File: src/rtl/pipelined_barrel_shifter.sv
// Pipelined barrel shifter: one shift stage per shamt bit, valid/ready, flush, sideband tag.
// Define SHIFTER_ROTATE_EN to enable ROL/ROR (modes 011/100); otherwise they are illegal.
module pipelined_barrel_shifter #(
    parameter  int WIDTH   = 32,
    parameter  int TAG_W   = 4,
    localparam int SHAMT_W = $clog2(WIDTH)
) (
    input  logic               clock,
    input  logic               reset,
    input  logic               in_valid,
    output logic               in_ready,
    input  logic [WIDTH-1:0]   in_data,
    input  logic [SHAMT_W-1:0] in_shamt,
    input  logic [2:0]         in_mode,
    input  logic [TAG_W-1:0]   in_tag,
    input  logic               flush,
    output logic               out_valid,
    input  logic               out_ready,
    output logic [WIDTH-1:0]   out_data,
    output logic [TAG_W-1:0]   out_tag,
    output logic               out_illegal,
    output logic [SHAMT_W:0]   occupancy
);

    localparam logic [2:0] MODE_SLL = 3'b000;
    localparam logic [2:0] MODE_SRL = 3'b001;
    localparam logic [2:0] MODE_SRA = 3'b010;
`ifdef SHIFTER_ROTATE_EN
    localparam logic [2:0] MODE_ROL = 3'b011;
    localparam logic [2:0] MODE_ROR = 3'b100;
`endif

    if (WIDTH < 8 || WIDTH > 64 || (WIDTH & (WIDTH - 1)) != 0) begin : g_bad_width
        $error("WIDTH must be a power of two in 8..64");
    end

    // Modes the datapath can execute in this build.
    function automatic logic mode_legal(input logic [2:0] m);
        logic ok;
        ok = (m == MODE_SLL) || (m == MODE_SRL) || (m == MODE_SRA);
`ifdef SHIFTER_ROTATE_EN
        ok = ok || (m == MODE_ROL) || (m == MODE_ROR);
`endif
        return ok;
    endfunction

    // One fixed-distance step; SRA refills from the current MSB, which
    // stays equal to the original sign bit across all stages.
    function automatic logic [WIDTH-1:0] shift_by(
        input logic [WIDTH-1:0] d,
        input logic [2:0]       m,
        input int               amt
    );
        logic [WIDTH-1:0] r;
        r = d;
        case (m)
            MODE_SLL: r = d << amt;
            MODE_SRL: r = d >> amt;
            MODE_SRA: r = (d >> amt)
                        | ({WIDTH{d[WIDTH-1]}} & ~({WIDTH{1'b1}} >> amt));
`ifdef SHIFTER_ROTATE_EN
            MODE_ROL: r = (d << amt) | (d >> (WIDTH - amt));
            MODE_ROR: r = (d >> amt) | (d << (WIDTH - amt));
`endif
            default:  r = d;
        endcase
        return r;
    endfunction

    // Per-stage pipeline registers
    logic [SHAMT_W-1:0][WIDTH-1:0]   data_q,  data_d;
    logic [SHAMT_W-1:0][SHAMT_W-1:0] shamt_q, shamt_d;
    logic [SHAMT_W-1:0][2:0]         mode_q,  mode_d;
    logic [SHAMT_W-1:0][TAG_W-1:0]   tag_q,   tag_d;
    logic [SHAMT_W-1:0]              ill_q,   ill_d;
    logic [SHAMT_W-1:0]              valid_q, valid_d;

    // Stage inputs: stage 0 from the port, stage k from stage k-1
    logic [SHAMT_W-1:0][WIDTH-1:0]   src_data;
    logic [SHAMT_W-1:0][SHAMT_W-1:0] src_shamt;
    logic [SHAMT_W-1:0][2:0]         src_mode;
    logic [SHAMT_W-1:0][TAG_W-1:0]   src_tag;
    logic [SHAMT_W-1:0]              src_ill;
    logic [SHAMT_W-1:0]              src_valid;

    logic stall;

    assign out_valid   = valid_q[SHAMT_W-1];
    assign out_data    = data_q[SHAMT_W-1];
    assign out_tag     = tag_q[SHAMT_W-1];
    assign out_illegal = ill_q[SHAMT_W-1];

    // Global stall: a blocked output freezes every stage.
    assign stall    = out_valid && !out_ready;
    assign in_ready = !stall;

    // Route each stage's source: port for stage 0, previous register otherwise.
    always_comb begin
        src_data[0]  = in_data;
        src_shamt[0] = in_shamt;
        src_mode[0]  = in_mode;
        src_tag[0]   = in_tag;
        src_ill[0]   = !mode_legal(in_mode);
        src_valid[0] = in_valid && in_ready;
        for (int k = 1; k < SHAMT_W; k++) begin
            src_data[k]  = data_q[k-1];
            src_shamt[k] = shamt_q[k-1];
            src_mode[k]  = mode_q[k-1];
            src_tag[k]   = tag_q[k-1];
            src_ill[k]   = ill_q[k-1];
            src_valid[k] = valid_q[k-1];
        end
    end

    // Stage k shifts by 2^(SHAMT_W-1-k) when its shamt bit is set; hold on stall, flush kills valids.
    always_comb begin
        data_d  = data_q;
        shamt_d = shamt_q;
        mode_d  = mode_q;
        tag_d   = tag_q;
        ill_d   = ill_q;
        valid_d = valid_q;
        for (int k = 0; k < SHAMT_W; k++) begin
            if (!stall) begin
                if (src_shamt[k][SHAMT_W-1-k] && !src_ill[k]) begin
                    data_d[k] = shift_by(src_data[k], src_mode[k],
                                         1 << (SHAMT_W - 1 - k));
                end else begin
                    data_d[k] = src_data[k];
                end
                shamt_d[k] = src_shamt[k];
                mode_d[k]  = src_mode[k];
                tag_d[k]   = src_tag[k];
                ill_d[k]   = src_ill[k];
                valid_d[k] = src_valid[k];
            end
            if (flush) begin
                valid_d[k] = 1'b0;
            end
        end
    end

    // Pipeline state; reset clears valids and the visible result fields.
    always_ff @(posedge clock or posedge reset) begin
        if (reset) begin
            data_q  <= '0;
            shamt_q <= '0;
            mode_q  <= '0;
            tag_q   <= '0;
            ill_q   <= '0;
            valid_q <= '0;
        end else begin
            data_q  <= data_d;
            shamt_q <= shamt_d;
            mode_q  <= mode_d;
            tag_q   <= tag_d;
            ill_q   <= ill_d;
            valid_q <= valid_d;
        end
    end

    // Number of stages currently holding a live operation.
    always_comb begin
        occupancy = '0;
        for (int k = 0; k < SHAMT_W; k++) begin
            occupancy = occupancy + (SHAMT_W + 1)'(valid_q[k]);
        end
    end

endmodule

File: config.mk
export PLATFORM = sky130hd
export DESIGN_NAME = pipelined_barrel_shifter
export DESIGN_NICKNAME = d
export VERILOG_FILES = /design/src/rtl/pipelined_barrel_shifter.sv
export SDC_FILE = /design/constraint.sdc
export NUM_CORES = 1
export LEC_CHECK = 0
export BUFFER_PORTS_ARGS = -buffer_cell sky130_fd_sc_hd__clkbuf_2
export CAP_MARGIN = 20
export CORE_MARGIN = 1
export CORE_UTILIZATION = 65
export DETAILED_ROUTE_END_ITERATION = 8
export HOLD_SLACK_MARGIN = 0.05
export PLACE_DENSITY = 0.95
export SYNTH_ARGS = -nofsm -noshare
export SYNTH_HDL_FRONTEND = slang
export SYNTH_SLANG_ARGS = --single-unit
File: constraint.sdc
create_clock -name clock -period 13.84 [get_ports clock]
set_input_delay 0.692 -clock clock [delete_from_list [all_inputs] [get_ports clock]]
set_output_delay 0.692 -clock clock [all_outputs]
set_load 0.02 [all_outputs]
==> metrics list <==
- After synthesis, the mean cell area works out to 9.16 µm².
- Diodes inserted: 0
* Slowest Stage Delay on Critical Path: 870 ps
* Chip Width: 132 µm
- On the critical path the largest part of the delay comes from buffers and inverters.
* Clock latency on the worst-skew pair: 520 ps
* All-layer global routing usage: 30.2%
* Power share of the combinational group: 14.9%
* Post-route DRC violation count: 16
- By startpoint and endpoint, the worst setup path is classified as flop to primary output.
- CP Buf/Inv Count: 3
- The run finished, with violations left.
- For this block, the via count after detailed routing is 9365.
- For this block, the initial DRC count from the detailed router was 1385.
- The top cell types in the final layout, fill and taps aside, are 245 x sky130_fd_sc_hd__nor2_1, 212 x sky130_fd_sc_hd__dfrtp_1, 175 x sky130_fd_sc_hd__nand2_1, 99 x sky130_fd_sc_hd__a221oi_1, 90 x sky130_fd_sc_hd__clkbuf_2.
- Max Transition Viols Final: 0
- Max Cap Violations: 0
- The min-delay analysis places its worst path in the category input pin to async pin.
- Of the cells placed in the final design, the portion with a size suffix greater than 1 is 13.1%.
- Across the routed clock network, the largest skew measured is 16.4 ps.
- STA classifies the critical path startpoint as a flop.
- Number of nets in the layout: 1230
* Sequential area share after synthesis: 48.6%
* Antenna violations before repair: 0
- The count of buffers added on input and output ports is 90.
- Netlist Area Pre-Place: 10900 µm²
* Synth-to-layout area growth: 8.46%
- Global placement routability congestion: 0.872
* Number of hold buffers added after CTS: 0
- In this run the tightest slew margin relative to its limit is 17.8%.
- Aggregate negative setup slack: 0 ps
- Library cells used by synthesis: 46
- Among all flip-flop cells after synthesis, the most frequent one is sky130_fd_sc_hd__dfrtp_1.
- At the placement stage, the worst setup path has a slack of 10610 ps.
- After detailed placement, the design holds a cell count of 1371.
* Total wire length: 26000 µm
- Along the worst path, the maximum fanout reaches 159.
- Die span in y: 132 µm
* Maximum clock frequency: 0.294 GHz
- Setup violations remaining at the end of the flow were counted as 0.
* Violations in the final reports: DRC
- Total number of H-tree levels: 1
* Vias in the first global route: 8705
- Hold Violations, Final: 0
- Net switching is 28.2% of the power.
- HPWL after detailed placement: 16000 µm
- First-pass DRT Iterations: 9
- Data arrives at the worst endpoint at 2710 ps.
* Tightest Pin Transition: 1220 ps
- Internal power contribution: 0.00120 W
- Number of instances in the synthesized netlist: 1192
* Peak supply drop: 0.0803 mV
* Yosys top cell area share: 48.6%
- Tmin final: 3410 ps
* Most common cell after layout, fill and taps aside: sky130_fd_sc_hd__nor2_1
* Master cell of the clock root buffer: sky130_fd_sc_hd__clkbuf_16
- RSZ-0062 raised after global routing: false
- The number of clock buffers added by TritonCTS is 22.
- Count of yosys warnings during synthesis: 0
* Pin count of the biggest net entering global routing: 160
* Capturing element type of the critical path: primary output
- Wirelength per Cell: 18.4 µm
- Summed over all instances, the cell type with the most area after synthesis is sky130_fd_sc_hd__dfrtp_1.
- After synthesis the netlist holds a flip-flop and latch count of 212.
- The detail route stage leaves a number of antenna-violating nets equal to 0.
* Effective utilization at floorplan: 66.3%
- Num ports: 94
* Die Area: 17300 µm²
- Power comes to 0.00167 W.
* Buffer depth of the longest clock path: 3
* Post-CTS setup repair buffer count: 0
* Non-filler instance count after layout: 1414
* CTS tree: yes
- Worst path slowest cell: sky130_fd_sc_hd__inv_6
- Sequential share of power: 46.6%
- Total power density per cell area: 141 nW/µm²
- Remaining Overflow, GRT: 0
- After layout, the worst setup slack is 10430 ps.
- Quantity of gates resized following cts: 0
- Clock network fraction of total power: 38.5%
* Period utilisation layout: 24.6%
- The first global-routing pass estimated 43200 µm of wire.
- At the worst endpoint, the required time is 13150 ps.
- Via density per instance: 6.62
* Top post-synthesis cells by area: sky130_fd_sc_hd__dfrtp_1 49%, sky130_fd_sc_hd__nor2_1 8.4%, sky130_fd_sc_hd__a221oi_1 7.9%
* Placeable core region: 16500 µm²
- The initialized floorplan defines 47 standard-cell rows.
* Share of synthesized registers carrying an async set or reset: 100%
* Sw power: 0.000473 W
- Summed over all cells, the static leakage comes to 5.39 nW.
* CTS clk-pin slew, worst paths: 60 ps
- The critical path goes through nor2b_4, buf_4, inv_6, clkbuf_2.
* Clock sinks: 212
- Number of enable-type register cells in the synthesized netlist: 0
layer usage:
| metal | track usage [%] | vias up | wire length (µm) |
|---|---|---|---|
| li1 | - | 4233 | - |
| met1 | 41.2 | 4500 | 10400 |
| met2 | 49.3 | 554 | 12800 |
| met3 | 4.13 | 78 | 2020 |
| met4 | 12.0 | 0 | 855 |
| met5 | 0 | - | 0 |
Yosys cell counts, types with 2 or more instances:
| library cell | count |
|---|---|
| sky130_fd_sc_hd__a221oi_1 | 99 |
| sky130_fd_sc_hd__or3b_1 | 2 |
| sky130_fd_sc_hd__a222oi_1 | 29 |
| sky130_fd_sc_hd__nor2b_1 | 19 |
| sky130_fd_sc_hd__a21oi_1 | 64 |
| sky130_fd_sc_hd__nor2_1 | 245 |
| sky130_fd_sc_hd__a22o_1 | 50 |
| sky130_fd_sc_hd__xnor2_1 | 2 |
| sky130_fd_sc_hd__and2_1 | 3 |
| sky130_fd_sc_hd__a31oi_1 | 2 |
| sky130_fd_sc_hd__o21ai_0 | 28 |
| sky130_fd_sc_hd__dfrtp_1 | 212 |
| sky130_fd_sc_hd__buf_4 | 37 |
| sky130_fd_sc_hd__o21ai_1 | 12 |
| sky130_fd_sc_hd__nand2_1 | 175 |
| sky130_fd_sc_hd__buf_1 | 5 |
| sky130_fd_sc_hd__buf_6 | 6 |
| sky130_fd_sc_hd__o2bb2ai_1 | 27 |
| sky130_fd_sc_hd__xor2_1 | 2 |
| sky130_fd_sc_hd__a2111oi_0 | 8 |
| sky130_fd_sc_hd__fa_1 | 2 |
| sky130_fd_sc_hd__clkbuf_1 | 68 |
| sky130_fd_sc_hd__inv_1 | 2 |
| sky130_fd_sc_hd__nand3b_1 | 5 |
| sky130_fd_sc_hd__nor3_4 | 2 |
| sky130_fd_sc_hd__nand2b_1 | 12 |
| sky130_fd_sc_hd__nor3b_2 | 2 |
| sky130_fd_sc_hd__nor4_1 | 7 |
| sky130_fd_sc_hd__buf_2 | 26 |
| sky130_fd_sc_hd__mux2i_1 | 23 |
stage by stage:
| step | hold slack, ps | util [%] | area [µm²] |
|---|---|---|---|
| detailed placement | 454 | 66.7 | 11000 |
| finish | 367 | 71.9 | 11800 |
| floorplan | 439 | - | 10900 |
| global route | 376 | 71.9 | 11800 |
| CTS | 369 | 71.6 | 11800 |
| global placement | 449 | 66.7 | 11000 |
cell families after synthesis:
logic type | count (synthesis) | share of synthesized area, %
mux | 24 | 2.21
other cells | 1 | 0.0344
xor+xnor | 5 | 0.470
fa+ha+maj | 3 | 0.482
buf+inv | 145 | 6.97
compound gates | 322 | 22.5
simple gates | 480 | 18.7
flops | 212 | 48.6
state kept, by name (all words and copies together), names as in the netlist:
signal / count
data_q: 128
ill_q: 5
mode_q: 12
out_data: 32
out_tag: 4
shamt_q: 10
src_tag: 16
valid_q: 5
power by group through the flow:
| stage | registers [W] | logic [W] | clock network [W] |
|---|---|---|---|
| after floorplan | 0.000753 | 0.000219 | 0 |
| after global placement | 0.000780 | 0.000233 | 0 |
| after detailed placement | 0.000785 | 0.000242 | 0 |
| after CTS | 0.000775 | 0.000245 | 0.000651 |
| after global routing | 0.000787 | 0.000275 | 0.000676 |
| final | 0.000779 | 0.000250 | 0.000645 |
area by class of cell:
| type | count | area, µm² |
|---|---|---|
| well taps | 220 | 275 |
| multi-input cells | 837 | 4870 |
| inverters | 3 | 23.8 |
| clock buffers | 26 | 586 |
| clock inverters | 14 | 211 |
| flip-flops and latches | 212 | 5310 |
| repair buffers | 102 | 568 |
| fillers | 1122 | 4630 |
path summary, 6_finish.rpt:
| check | start | endpoint | slack [ps] | cells after the start |
|---|---|---|---|---|
| worst min register to register | shamt_q[6] | shamt_q[11] | 460 | 2 |
| max in group asynchronous | reset | src_tag[11] | 12380 | 4 |
| worst max-delay path | valid_q[4] | in_ready | 10430 | 4 |
| worst max register to register | valid_q[4] | out_data[31] | 10820 | 6 |
| min in group clock | in_shamt[0] | shamt_q[0] | 370 | 3 |
| worst min-delay path | reset | data_q[66] | 370 | 2 |
worst reg2reg max path: stages (launching register included):
cell	delay (ps)
sky130_fd_sc_hd__dfrtp_1	410
sky130_fd_sc_hd__nor2b_4	140
sky130_fd_sc_hd__buf_4	370
sky130_fd_sc_hd__inv_6	880
sky130_fd_sc_hd__buf_4	810
sky130_fd_sc_hd__nor2_1	140
sky130_fd_sc_hd__a31oi_1	180
Note: power is estimated with default switching activity, not from simulation.
